===== src/rtl/alu_pkg.sv =====
// Shared types and constants for the iterative ALU/MDU.
// Operation codes, FSM states, flag bit positions and the illegal-op fill pattern.
package alu_pkg;

   localparam int unsigned MAX_WIDTH = 1024;
   localparam int unsigned MAX_IDXW  = $clog2(MAX_WIDTH);

   localparam int FLAG_Z = 0;
   localparam int FLAG_N = 1;
   localparam int FLAG_C = 2;
   localparam int FLAG_V = 3;

   typedef enum logic [3:0] {
      OP_ADD   = 4'd0,
      OP_SUB   = 4'd1,
      OP_AND   = 4'd2,
      OP_OR    = 4'd3,
      OP_XOR   = 4'd4,
      OP_SLT   = 4'd5,
      OP_SLTU  = 4'd6,
      OP_MUL   = 4'd8,
      OP_MULHU = 4'd9,
      OP_DIVU  = 4'd10,
      OP_REMU  = 4'd11
   } alu_op_e;

   typedef enum logic [1:0] {
      IDLE,
      BUSY,
      DONE
   } alu_state_e;

   // Repeating 0xDEADBEEF, low 'width' bits populated, the rest zero.
   function automatic logic [MAX_WIDTH-1:0] illegal_pattern(input int unsigned width);
      logic [31:0]          pat;
      logic [MAX_WIDTH-1:0] p;
      pat = 32'hDEADBEEF;
      p   = '0;
      for (int unsigned i = 0; i < MAX_WIDTH; i++) begin
         if (i < width) p[i[MAX_IDXW-1:0]] = pat[i[4:0]];
      end
      return p;
   endfunction

endpackage


===== src/rtl/alu_iter_muldiv.sv =====
// Iterative unsigned multiplier (shift-add) and restoring divider sharing one
// 2*WIDTH accumulator; one step per i_step cycle, WIDTH steps per operation.
module iter_muldiv
   import alu_pkg::*;
#(
   parameter int unsigned WIDTH = 32
) (
   input  logic             clk,
   input  logic             rst,
   input  logic             i_start,
   input  logic             i_step,
   input  logic             i_div,
   input  logic             i_hi,
   input  logic [WIDTH-1:0] i_a,
   input  logic [WIDTH-1:0] i_b,
   output logic             o_done,
   output logic [WIDTH-1:0] o_result
);

   localparam int unsigned CW = $clog2(WIDTH);
   localparam logic [CW-1:0] LAST = CW'(WIDTH - 1);

   logic [2*WIDTH-1:0] r_acc;
   logic [WIDTH-1:0]   r_m;
   logic               r_div;
   logic               r_hi;
   logic [CW-1:0]      r_cnt;

   logic [WIDTH:0]     w_add;
   logic [2*WIDTH-1:0] w_mul_next;
   logic [WIDTH:0]     w_rem_sh;
   logic               w_ge;
   logic [WIDTH-1:0]   w_diff;
   logic [2*WIDTH-1:0] w_div_next;
   logic [2*WIDTH-1:0] w_next;

   // Multiply: acc = {partial, multiplier}; add multiplicand on LSB then shift right.
   assign w_add      = {1'b0, r_acc[2*WIDTH-1:WIDTH]} + {1'b0, (r_acc[0] ? r_m : '0)};
   assign w_mul_next = {w_add, r_acc[WIDTH-1:1]};

   // Divide: acc = {remainder, dividend/quotient}; a zero divisor naturally
   // yields an all-ones quotient and the dividend as remainder.
   assign w_rem_sh   = r_acc[2*WIDTH-1:WIDTH-1];
   assign w_ge       = (w_rem_sh >= {1'b0, r_m});
   assign w_diff     = r_acc[2*WIDTH-2:WIDTH-1] - r_m;
   assign w_div_next = w_ge ? {w_diff, r_acc[WIDTH-2:0], 1'b1}
                            : {r_acc[2*WIDTH-2:0], 1'b0};

   assign w_next   = r_div ? w_div_next : w_mul_next;
   assign o_result = r_hi ? w_next[2*WIDTH-1:WIDTH] : w_next[WIDTH-1:0];
   assign o_done   = i_step & (r_cnt == LAST);

   always_ff @(posedge clk or posedge rst) begin
      if (rst) begin
         r_acc <= '0;
         r_m   <= '0;
         r_div <= 1'b0;
         r_hi  <= 1'b0;
         r_cnt <= '0;
      end else if (i_start) begin
         r_acc <= {{WIDTH{1'b0}}, (i_div ? i_a : i_b)};
         r_m   <= i_div ? i_b : i_a;
         r_div <= i_div;
         r_hi  <= i_hi;
         r_cnt <= '0;
      end else if (i_step) begin
         r_acc <= w_next;
         r_cnt <= r_cnt + CW'(1);
      end
   end

endmodule


===== src/rtl/alu_iter.sv =====
// Iterative ALU/MDU top: handshake FSM, single-cycle datapath, flags and
// registered outputs; MUL/DIV family delegated to iter_muldiv.
module alu_iter
   import alu_pkg::*;
#(
   parameter int unsigned WIDTH = 32
) (
   input  logic             clk,
   input  logic             rst,
   input  logic             in_valid,
   output logic             in_ready,
   input  logic [3:0]       op,
   input  logic [WIDTH-1:0] a,
   input  logic [WIDTH-1:0] b,
   output logic             out_valid,
   input  logic             out_ready,
   output logic [WIDTH-1:0] result,
   output logic [3:0]       flags
);

   localparam logic [MAX_WIDTH-1:0] ILL_FULL = illegal_pattern(WIDTH);
   localparam logic [WIDTH-1:0]     ILL_PAT  = ILL_FULL[WIDTH-1:0];

   alu_state_e       r_state;
   logic             r_out_valid;
   logic [WIDTH-1:0] r_result;
   logic [3:0]       r_flags;

   logic             w_hs;
   logic             w_is_iter;
   logic             w_sub;
   logic [WIDTH-1:0] w_bx;
   logic [WIDTH:0]   w_sum;
   logic             w_v;
   logic             w_legal;
   logic [WIDTH-1:0] w_sc_res;
   logic [3:0]       w_sc_flags;
   logic             w_md_start;
   logic             w_md_step;
   logic             w_md_done;
   logic [WIDTH-1:0] w_md_res;
   logic [3:0]       w_md_flags;

   assign in_ready   = (r_state == IDLE) | ((r_state == DONE) & out_ready);
   assign w_hs       = in_valid & in_ready;
   assign w_is_iter  = (op == OP_MUL) | (op == OP_MULHU) | (op == OP_DIVU) | (op == OP_REMU);
   assign w_md_start = w_hs & w_is_iter;
   assign w_md_step  = (r_state == BUSY);

   // SUB and both compares share the adder as a + ~b + 1.
   assign w_sub = (op == OP_SUB) | (op == OP_SLT) | (op == OP_SLTU);
   assign w_bx  = b ^ {WIDTH{w_sub}};
   assign w_sum = {1'b0, a} + {1'b0, w_bx} + {{WIDTH{1'b0}}, w_sub};
   assign w_v   = (a[WIDTH-1] == w_bx[WIDTH-1]) & (w_sum[WIDTH-1] != a[WIDTH-1]);

   always_comb begin
      w_sc_res   = ILL_PAT;
      w_sc_flags = '0;
      w_legal    = 1'b1;
      case (op)
         OP_ADD, OP_SUB: begin
            w_sc_res           = w_sum[WIDTH-1:0];
            w_sc_flags[FLAG_C] = w_sum[WIDTH];
            w_sc_flags[FLAG_V] = w_v;
         end
         OP_AND:  w_sc_res = a & b;
         OP_OR:   w_sc_res = a | b;
         OP_XOR:  w_sc_res = a ^ b;
         OP_SLT:  w_sc_res = {{(WIDTH-1){1'b0}}, w_sum[WIDTH-1] ^ w_v};
         OP_SLTU: w_sc_res = {{(WIDTH-1){1'b0}}, ~w_sum[WIDTH]};
         default: w_legal = 1'b0;
      endcase
      if (w_legal) begin
         w_sc_flags[FLAG_N] = w_sc_res[WIDTH-1];
         w_sc_flags[FLAG_Z] = (w_sc_res == '0);
      end
   end

   always_comb begin
      w_md_flags         = '0;
      w_md_flags[FLAG_N] = w_md_res[WIDTH-1];
      w_md_flags[FLAG_Z] = (w_md_res == '0);
   end

   iter_muldiv #(.WIDTH(WIDTH)) u_muldiv (
      .clk      (clk),
      .rst      (rst),
      .i_start  (w_md_start),
      .i_step   (w_md_step),
      .i_div    (op[1]),
      .i_hi     (op[0]),
      .i_a      (a),
      .i_b      (b),
      .o_done   (w_md_done),
      .o_result (w_md_res)
   );

   always_ff @(posedge clk or posedge rst) begin
      if (rst) begin
         r_state     <= IDLE;
         r_out_valid <= 1'b0;
         r_result    <= '0;
         r_flags     <= '0;
      end else begin
         case (r_state)
            BUSY: begin
               if (w_md_done) begin
                  r_state     <= DONE;
                  r_out_valid <= 1'b1;
                  r_result    <= w_md_res;
                  r_flags     <= w_md_flags;
               end
            end
            // IDLE and DONE share the accept path; in DONE a handshake also retires the old result.
            default: begin
               if (w_hs) begin
                  if (w_is_iter) begin
                     r_state     <= BUSY;
                     r_out_valid <= 1'b0;
                  end else begin
                     r_state     <= DONE;
                     r_out_valid <= 1'b1;
                     r_result    <= w_sc_res;
                     r_flags     <= w_sc_flags;
                  end
               end else if ((r_state == DONE) && out_ready) begin
                  r_state     <= IDLE;
                  r_out_valid <= 1'b0;
               end
            end
         endcase
      end
   end

   assign out_valid = r_out_valid;
   assign result    = r_result;
   assign flags     = r_flags;

endmodule


===== config.mk =====
export PLATFORM = sky130hd
export DESIGN_NAME = alu_iter
export DESIGN_NICKNAME = d
export VERILOG_FILES = /design/src/rtl/alu_pkg.sv /design/src/rtl/alu_iter_muldiv.sv /design/src/rtl/alu_iter.sv
export SDC_FILE = /design/constraint.sdc
export NUM_CORES = 1
export LEC_CHECK = 0
export CORE_MARGIN = 2
export CORE_UTILIZATION = 50
export DETAILED_ROUTE_END_ITERATION = 8
export PLACE_DENSITY = 0.74
export SLEW_MARGIN = 15
export SYNTH_ARGS = -nofsm -noshare
export SYNTH_HDL_FRONTEND = slang
export SYNTH_SLANG_ARGS = --single-unit

===== constraint.sdc =====
create_clock -name clk -period 9.17 [get_ports clk]
set_input_delay 1.3755 -clock clk [delete_from_list [all_inputs] [get_ports clk]]
set_output_delay 1.3755 -clock clk [all_outputs]
set_load 0.05 [all_outputs]

## Yosys cells after proc, flatten, opt, wreduce, memory -nomap -nowiden

Index checks and enable logic that the tools add are counted.

| word-level totals | value |
|---|---|
| input bits | 72 |
| flip-flop bits (word level) | 142 |
| word-level logic and storage cells | 93 |
| output and inout port bits | 38 |

| cells by class | value |
|---|---|
| reduce and logical (&&, ||, !) cells | 12 |
| bitwise logic cells | 17 |
| mux-type cells | 32 |
| equal/unequal tests | 17 |
| magnitude comparators | 1 |
| add/sub/neg operators | 5 |

Operators with widths:

| kind | number |
|---|---|
| 32-bit 2-to-1 mux | 8 |
| 64-bit 2-to-1 mux | 4 |
| 32-bit case mux with 6 select lines | 1 |
| 32-bit by 32-bit adder with 33-bit output | 2 |
| 32-bit logical NOT | 2 |
| 32-bit bitwise XOR | 2 |
| 33-bit by 1-bit adder with 33-bit output | 1 |
| 33-bit by 32-bit greater-or-equal comparator with 1-bit output | 1 |
| 32-bit AND | 1 |
| 32-bit OR | 1 |
| 32-bit subtractor | 1 |
| 4-bit equality test (second input constant) | 4 |
| 4-bit 2-to-1 mux | 4 |
| 2-bit 2-to-1 mux | 7 |
| 4-bit by 3-bit equality test with 1-bit output (second input constant) | 3 |
| 5-bit 2-to-1 mux | 2 |
| 4-bit by 2-bit equality test with 1-bit output (second input constant) | 2 |
| 7-bit OR reduction | 1 |
| 1-bit 2-to-1 mux | 6 |
| 1-bit OR | 6 |
| 5-bit by 1-bit adder with 5-bit output (second input constant) | 1 |
| 1-bit AND | 5 |
| 5-bit equality test (second input constant) | 1 |
| 4-bit by 1-bit equality test with 1-bit output (second input constant) | 1 |
| other kinds (16) | 17 |

## Depth between registers and ports, before layout

| depth | value |
|---|---|
| depth after elaboration | 15 |
| mapped depth | 19 |
| gate-level depth less buffers | 17 |

## Hierarchy

Synthesis repeated with hierarchy kept, for this count alone.

| second synthesis, totals | value |
|---|---|
| cells, all modules | 2,105 |
| area, all modules | 16,593.4 um^2 |

Modules (own cells, without submodules):

| module | sequential area each (um^2) | times used | cells each | area an instance (um^2) |
|---|---|---|---|---|
| iter_muldiv | 2,577.5 | 1 | 1,282 | 10,287.4 |
| alu_iter | 950.9 | 1 | 823 | 6,306.0 |

## Least setup slack after synthesis

No wires, ideal clock.

| path | value |
|---|---|
| path kind | input -> register |
| start | input port op[2] |
| end | register r_flags[0] (netlist: flags[0]) |
| setup time | 69 ps |
| setup slack | 3,672 ps |
| cell stages on the path | 18 |
| required time | 9,101 ps |
| data arrival time | 5,429 ps |
| buffers on the path | 2 |
| cell sequence | clkbuf_1 nand3b_1 a21oi_1 clkbuf_1 xnor2_1 ha_1 a21o_1 a32o_1 o2111ai_1 o211a_2 nor3_1 or4b_1 xnor2_1 o221ai_1 a211o_1 nor4_1 nand4b_1 nand3_1 |

| on the way | value |
|---|---|
| longest elaborated chain between the ends | 15 |
| elaborated cells between the ends (all ways) | 35 |
| classes of those cells | add/sub: 2; eq/ne: 13; mux: 6; bitwise: 9; reduce/logical: 5 |

Ends and longest elaborated chain:

| what | line | source |
|---|---|---|
| from (decl) | alu_iter.sv:12 | `input logic [3:0] op,` |
| 4-bit by 1-bit equality test with 1-bit output / 4-bit by 3-bit equality test with 1-bit output (equally long branches) | alu_iter.sv:51, alu_iter.sv:60 |  |
| 1-bit OR (2 in a row) | alu_iter.sv:51 | `assign w_sub = (op == OP_SUB) \| (op == OP_SLT) \| (op == OP_SLTU);` |
| 32-bit bitwise XOR | alu_iter.sv:52 | `assign w_bx = b ^ {WIDTH{w_sub}};` |
| 32-bit by 32-bit adder with 33-bit output | alu_iter.sv:53 | `assign w_sum = {1'b0, a} + {1'b0, w_bx} + {{WIDTH{1'b0}}, w_sub};` |
| 33-bit by 1-bit adder with 33-bit output | alu_iter.sv:53 |  |
| 1-bit != test | alu_iter.sv:54 | `assign w_v = (a[WIDTH-1] == w_bx[WIDTH-1]) & (w_sum[WIDTH-1] != a[WIDTH-1]);` |
| 1-bit AND | alu_iter.sv:54 |  |
| 1-bit bitwise XOR | alu_iter.sv:69 | `OP_SLT: w_sc_res = {{(WIDTH-1){1'b0}}, w_sum[WIDTH-1] ^ w_v};` |
| 32-bit case mux with 6 select lines | alu_iter.sv:60 | `case (op)` |
| 32-bit logical NOT | alu_iter.sv:75 | `w_sc_flags[FLAG_Z] = (w_sc_res == '0);` |
| 2-bit 2-to-1 mux | alu_iter.sv:73 | `if (w_legal) begin` |
| 4-bit 2-to-1 mux | alu_iter.sv:117 | `if (w_is_iter) begin` |
| 4-bit 2-to-1 mux | alu_iter.sv:116 | `if (w_hs) begin` |
| 4-bit 2-to-1 mux | alu_iter.sv:105 | `case (r_state)` |
| to (signal assigned) | alu_iter.sv:111 | `r_flags <= w_md_flags;` |
| to (signal assigned) | alu_iter.sv:124 | `r_flags <= w_sc_flags;` |
| to (decl) | alu_iter.sv:27 | `logic [3:0] r_flags;` |

Parallel ways exist; a longest one is shown, timed or not. The select of a mux whose other input is x is not followed.
A chain may end at the register's enable or synchronous reset.

## Final worst setup path

Ends and elaborated chain as after synthesis.

==> summary.txt <==
Status
  – Status: finished, final reports clean

Clock tree
  – Clk_lat worst skew: 0.43 ns
  – Clock tree buffer depth: 2
  – Clock transition at path regs: 0.06 ns
  – Num CTS Buffers: 17
  – Post-CTS Hold Buffers: 0
  – Clock root buffer: clkbuf_16
  – Clock sinks: 141
  – CTS tree: done
  – # H-tree levels: 4
  – Post-CTS setup buffer count: 0
  – Cts repair resizes: 0

Die
  – Die ar.: 0.03418 mm2
  – Die Ht: 184.9 um
  – Die extent in x: 184.9 um
  – Starting Density: 0.5053
  – Cell Rows: 66
  – IO Count: 110
  – Core region area: 0.03237 mm2

Setup path
  – Crit path kind: input port to flip-flop
  – Crit path cell chain: clkdlybuf4s50_1 -> nand3b_1 -> a21oi_4 -> buf_4 -> xnor2_1 -> ha_1 -> nand3b_1 -> a2111oi_0 -> o2111ai_1 -> o211a_2 -> o31ai_1 -> xnor2_1 -> o21ai_0 -> nor4_1 -> nand4_1 -> nor4_1 -> nand4b_1 -> nand3_1
  – Critical path endpoint category: flip-flop
  – Req. time, crit path: 9.53 ns
  – Slowest cell on crit path: a2111oi_0
  – Worst EP arrival: 7.06 ns
  – Slowest stage delay, CP: 0.94 ns
  – Critical Path Start Type: input port
  – Crit Path Max Fanout: 30

Yosys
  – Post-synthesis xor/xnor area fraction: 0.05247
  – Post-Syn Area: 0.01636 mm2
  – Post-synth EDFFs: 0
  – Seq cells post-synth: 141
  – Ys async rst share: 1.000
  – Average cell area after synthesis: 7.785 um2
  – Yosys warning count: 0
  – Top FF cell, synth: dfrtp_1
  – Largest family of logic cells by synthesized area: compound AO/OA/AOI/OAI gates
  – Syn nets: 2339
  – Synth Area in Adders: 0.1284
  – Mux cell area share after synthesis: 0.07535
  – Post-synthesis sequential area ratio: 0.2157
  – Unique masters post-synth: 97
  – Simple logic cell fraction of the synthesized area: 0.1928
  – Compound-gate portion of the synthesized area: 0.2738
  – Post-Syn Instances: 2101

Layout
  – Filler cells: 3100
  – Ant diodes: 0
  – Final design utilization: 0.5679
  – Area Growth Syn to Fin: 12.39%
  – Layout cells sized above 1: 0.05376
  – Nets: 2364

Hold path
  – Min-delay worst type: flip-flop to flip-flop

Global route
  – First-pass GRT wire length: 93030 um
  – M3 GR Usage: 0.05289
  – Largest net degree at the start of global routing: 101
  – Met2 Use GR: 0.5330
  – Initial antenna violation count: 1
  – Layer carrying the most global-route usage: met2
  – Met1 usage: 0.5040
  – GRT Util Overall: 0.3528
  – GR Overflow Total: 0
  – Number of global-route vias before repair: 16082

Detailed routing
  – DR pass1 iterations: 6
  – Drt drc: 0
  – Final ANT Viol Nets: 0
  – WL final: 60310 um
  – Via density: 6.479
  – Via count: 16723
  – Iter 0 DRT Violations: 1646
  – Per-cell routed wire length: 23.37 um

STA
  – Slew @ Worst Pin: 1.067 ns
  – Crit path time final: 6.700 ns
  – Fin crit share: 0.7306
  – Final setup TNS: 0 ns
  – Max_slew headroom: 0.2704
  – Achievable frequency: 149.3 MHz
  – Final Max Tran Viols: 0
  – Fin Clk Skew: 0.01324 ns
  – Final setup vio count: 0
  – Final Hold Fails: 0
  – RSZ-0062 raised after global routing: false

Power
  – Pleak: 8.191 nW
  – Switching share of power: 0.3420
  – Internal power: 0.001364 W
  – Comb pwr share: 0.313
  – Power Density: 112.7 mW/mm2
  – Sequential Power Share: 0.311
  – Clock share of power: 0.376
  – Worst vdd ir: 0.1142 mV
  – Net load switching power: 0.0007087 W

Job
  – Total of max-cap violations: 0

Placed design
  – Gpl congestion: 0.9873
  – Port Buffer Count: 109
  – Post-DP HPWL: 46250 um
==> final timing paths <==
check | start | to | slack (ns) | cells past startpoint
max | op[2] | flags[0]$_DFFE_PP0P_ | 2.47 | 18
min | result[7]$_DFFE_PP0P_ | result[7]$_DFFE_PP0P_ | 0.48 | 2
max reg2reg | u_muldiv.r_acc[61]$_DFFE_PP0P_ | flags[0]$_DFFE_PP0P_ | 4.18 | 15
min reg2reg | result[7]$_DFFE_PP0P_ | result[7]$_DFFE_PP0P_ | 0.48 | 2
max in group asynchronous | rst | u_muldiv.r_acc[53]$_DFFE_PP0P_ | 6.27 | 3
min in group asynchronous | rst | result[1]$_DFFE_PP0P_ | 1.43 | 2
==> worst max-delay path, delay by kind of cell <==
family	cells	cell delay (ns)
buffers and inverters	2	1.41
adders and majority gates	1	0.39
xor gates and xnor gates	2	0.30
and+or+nand+nor	7	1.52
AOI/OAI and AO/OA	6	2.04
==> metrics by stage <==
step	hold WS, ns	std cells	power, W	worst slack (ns)	instance area [um2]
floorplan	0.4632	2101	0.001078	3.672	16360
global placement	0.4550	2549	0.001284	2.244	17740
detailed placement	0.4714	2549	0.001286	2.149	17740
CTS	0.4847	2581	0.002055	2.545	18380
global route	0.5161	2581	0.002150	2.162	18380
finish	0.4802	2581	0.002072	2.470	18380
==> synthesized netlist by cell type (9+ instances only) <==
master | number | area, um2
a211o_1 | 9 | 78.83
a211oi_1 | 30 | 225.2
a21o_1 | 49 | 367.9
a21oi_1 | 148 | 740.7
a221o_1 | 15 | 150.1
a221oi_1 | 9 | 78.83
a22oi_1 | 12 | 90.09
a311oi_1 | 9 | 78.83
a31o_2 | 14 | 122.6
a31oi_1 | 28 | 175.2
and2_1 | 52 | 325.3
and3_1 | 14 | 87.58
buf_1 | 12 | 45.04
buf_2 | 12 | 60.06
clkbuf_1 | 100 | 375.4
dfrtp_1 | 141 | 3528
ha_1 | 163 | 2039
inv_1 | 131 | 491.7
mux2i_1 | 113 | 1131
nand2_1 | 231 | 867.1
nand2b_1 | 12 | 75.07
nand3_1 | 65 | 325.3
nand4_1 | 29 | 181.4
nor2_1 | 127 | 476.7
nor2b_1 | 10 | 62.56
nor3_1 | 39 | 195.2
nor4_1 | 11 | 68.82
o211ai_1 | 19 | 142.6
o21a_1 | 12 | 90.09
o21ai_0 | 151 | 755.7
o21bai_1 | 15 | 112.6
o221ai_1 | 35 | 306.5
o31ai_1 | 18 | 135.1
or3_1 | 21 | 131.4
xnor2_1 | 67 | 586.8
xor2_1 | 31 | 271.5
==> cell type report <==
class	count	area, um2	share of cell area
Multi-Input combinational cell	1700	11880	0.6463
Sequential cell	141	3532	0.1921
Timing Repair Buffer	133	1269	0.06901
Tap cell	442	553.0	0.03008
Inverter	133	504.2	0.02743
Clock buffer	19	432.9	0.02355
Clock inverter	13	211.5	0.01150
==> placed cells by master (no fill, tap or decap), types with 9 or more instances in the layout <==
cell / n
a211o_1: 9
a211oi_1: 30
a21o_1: 49
a21oi_1: 147
a221o_1: 15
a221oi_1: 9
a22oi_1: 12
a311oi_1: 9
a31o_2: 14
a31oi_1: 28
and2_1: 52
and3_1: 14
buf_4: 25
clkbuf_16: 17
clkdlybuf4s50_1: 108
dfrtp_1: 140
ha_1: 163
inv_1: 130
mux2i_1: 113
nand2_1: 231
nand2b_1: 11
nand3_1: 64
nand4_1: 29
nor2_1: 126
nor2b_1: 9
nor3_1: 38
nor4_1: 11
o211ai_1: 19
o21a_1: 12
o21ai_0: 151
o21bai_1: 15
o221ai_1: 35
o31ai_1: 18
or3_1: 21
xnor2_1: 67
xor2_1: 31
==> metal layers <==
layer | up-vias | wire [um]
met5 | - | 11
met4 | 2 | 2418
met3 | 129 | 4489
met2 | 783 | 25780
met1 | 8043 | 27610
li1 | 7766 | -
==> power groups by stage <==
stage               sequential [W]  combinational (W)  clock (W)
floorplan                 0.000666           0.000413          0
global placement          0.000656           0.000629          0
detailed placement        0.000655           0.000631          0
CTS                       0.000644           0.000636   0.000775
global route              0.000645           0.000703   0.000802
finish                    0.000645           0.000649   0.000778
==> state kept, by name, summed over array words and instances (netlist names) <==
| signal | cells |
|---|---|
| u_muldiv.r_acc | 64 |
| u_muldiv.r_hi | 1 |
| u_muldiv.r_m | 32 |
| u_muldiv.r_cnt | 5 |
| r_state | 2 |
| result | 32 |
| u_muldiv.r_div | 1 |
| flags | 4 |
==> kinds of logic after synthesis <==
logic type,Yosys count
buffers and inverters,260
multiplexers,121
XOR/XNOR,98
adder cells (fa/ha/maj),166
AND/OR/NAND/NOR,655
AO/OA/AOI/OAI,660
flip-flops,141
(Power assumes the default switching activity.)
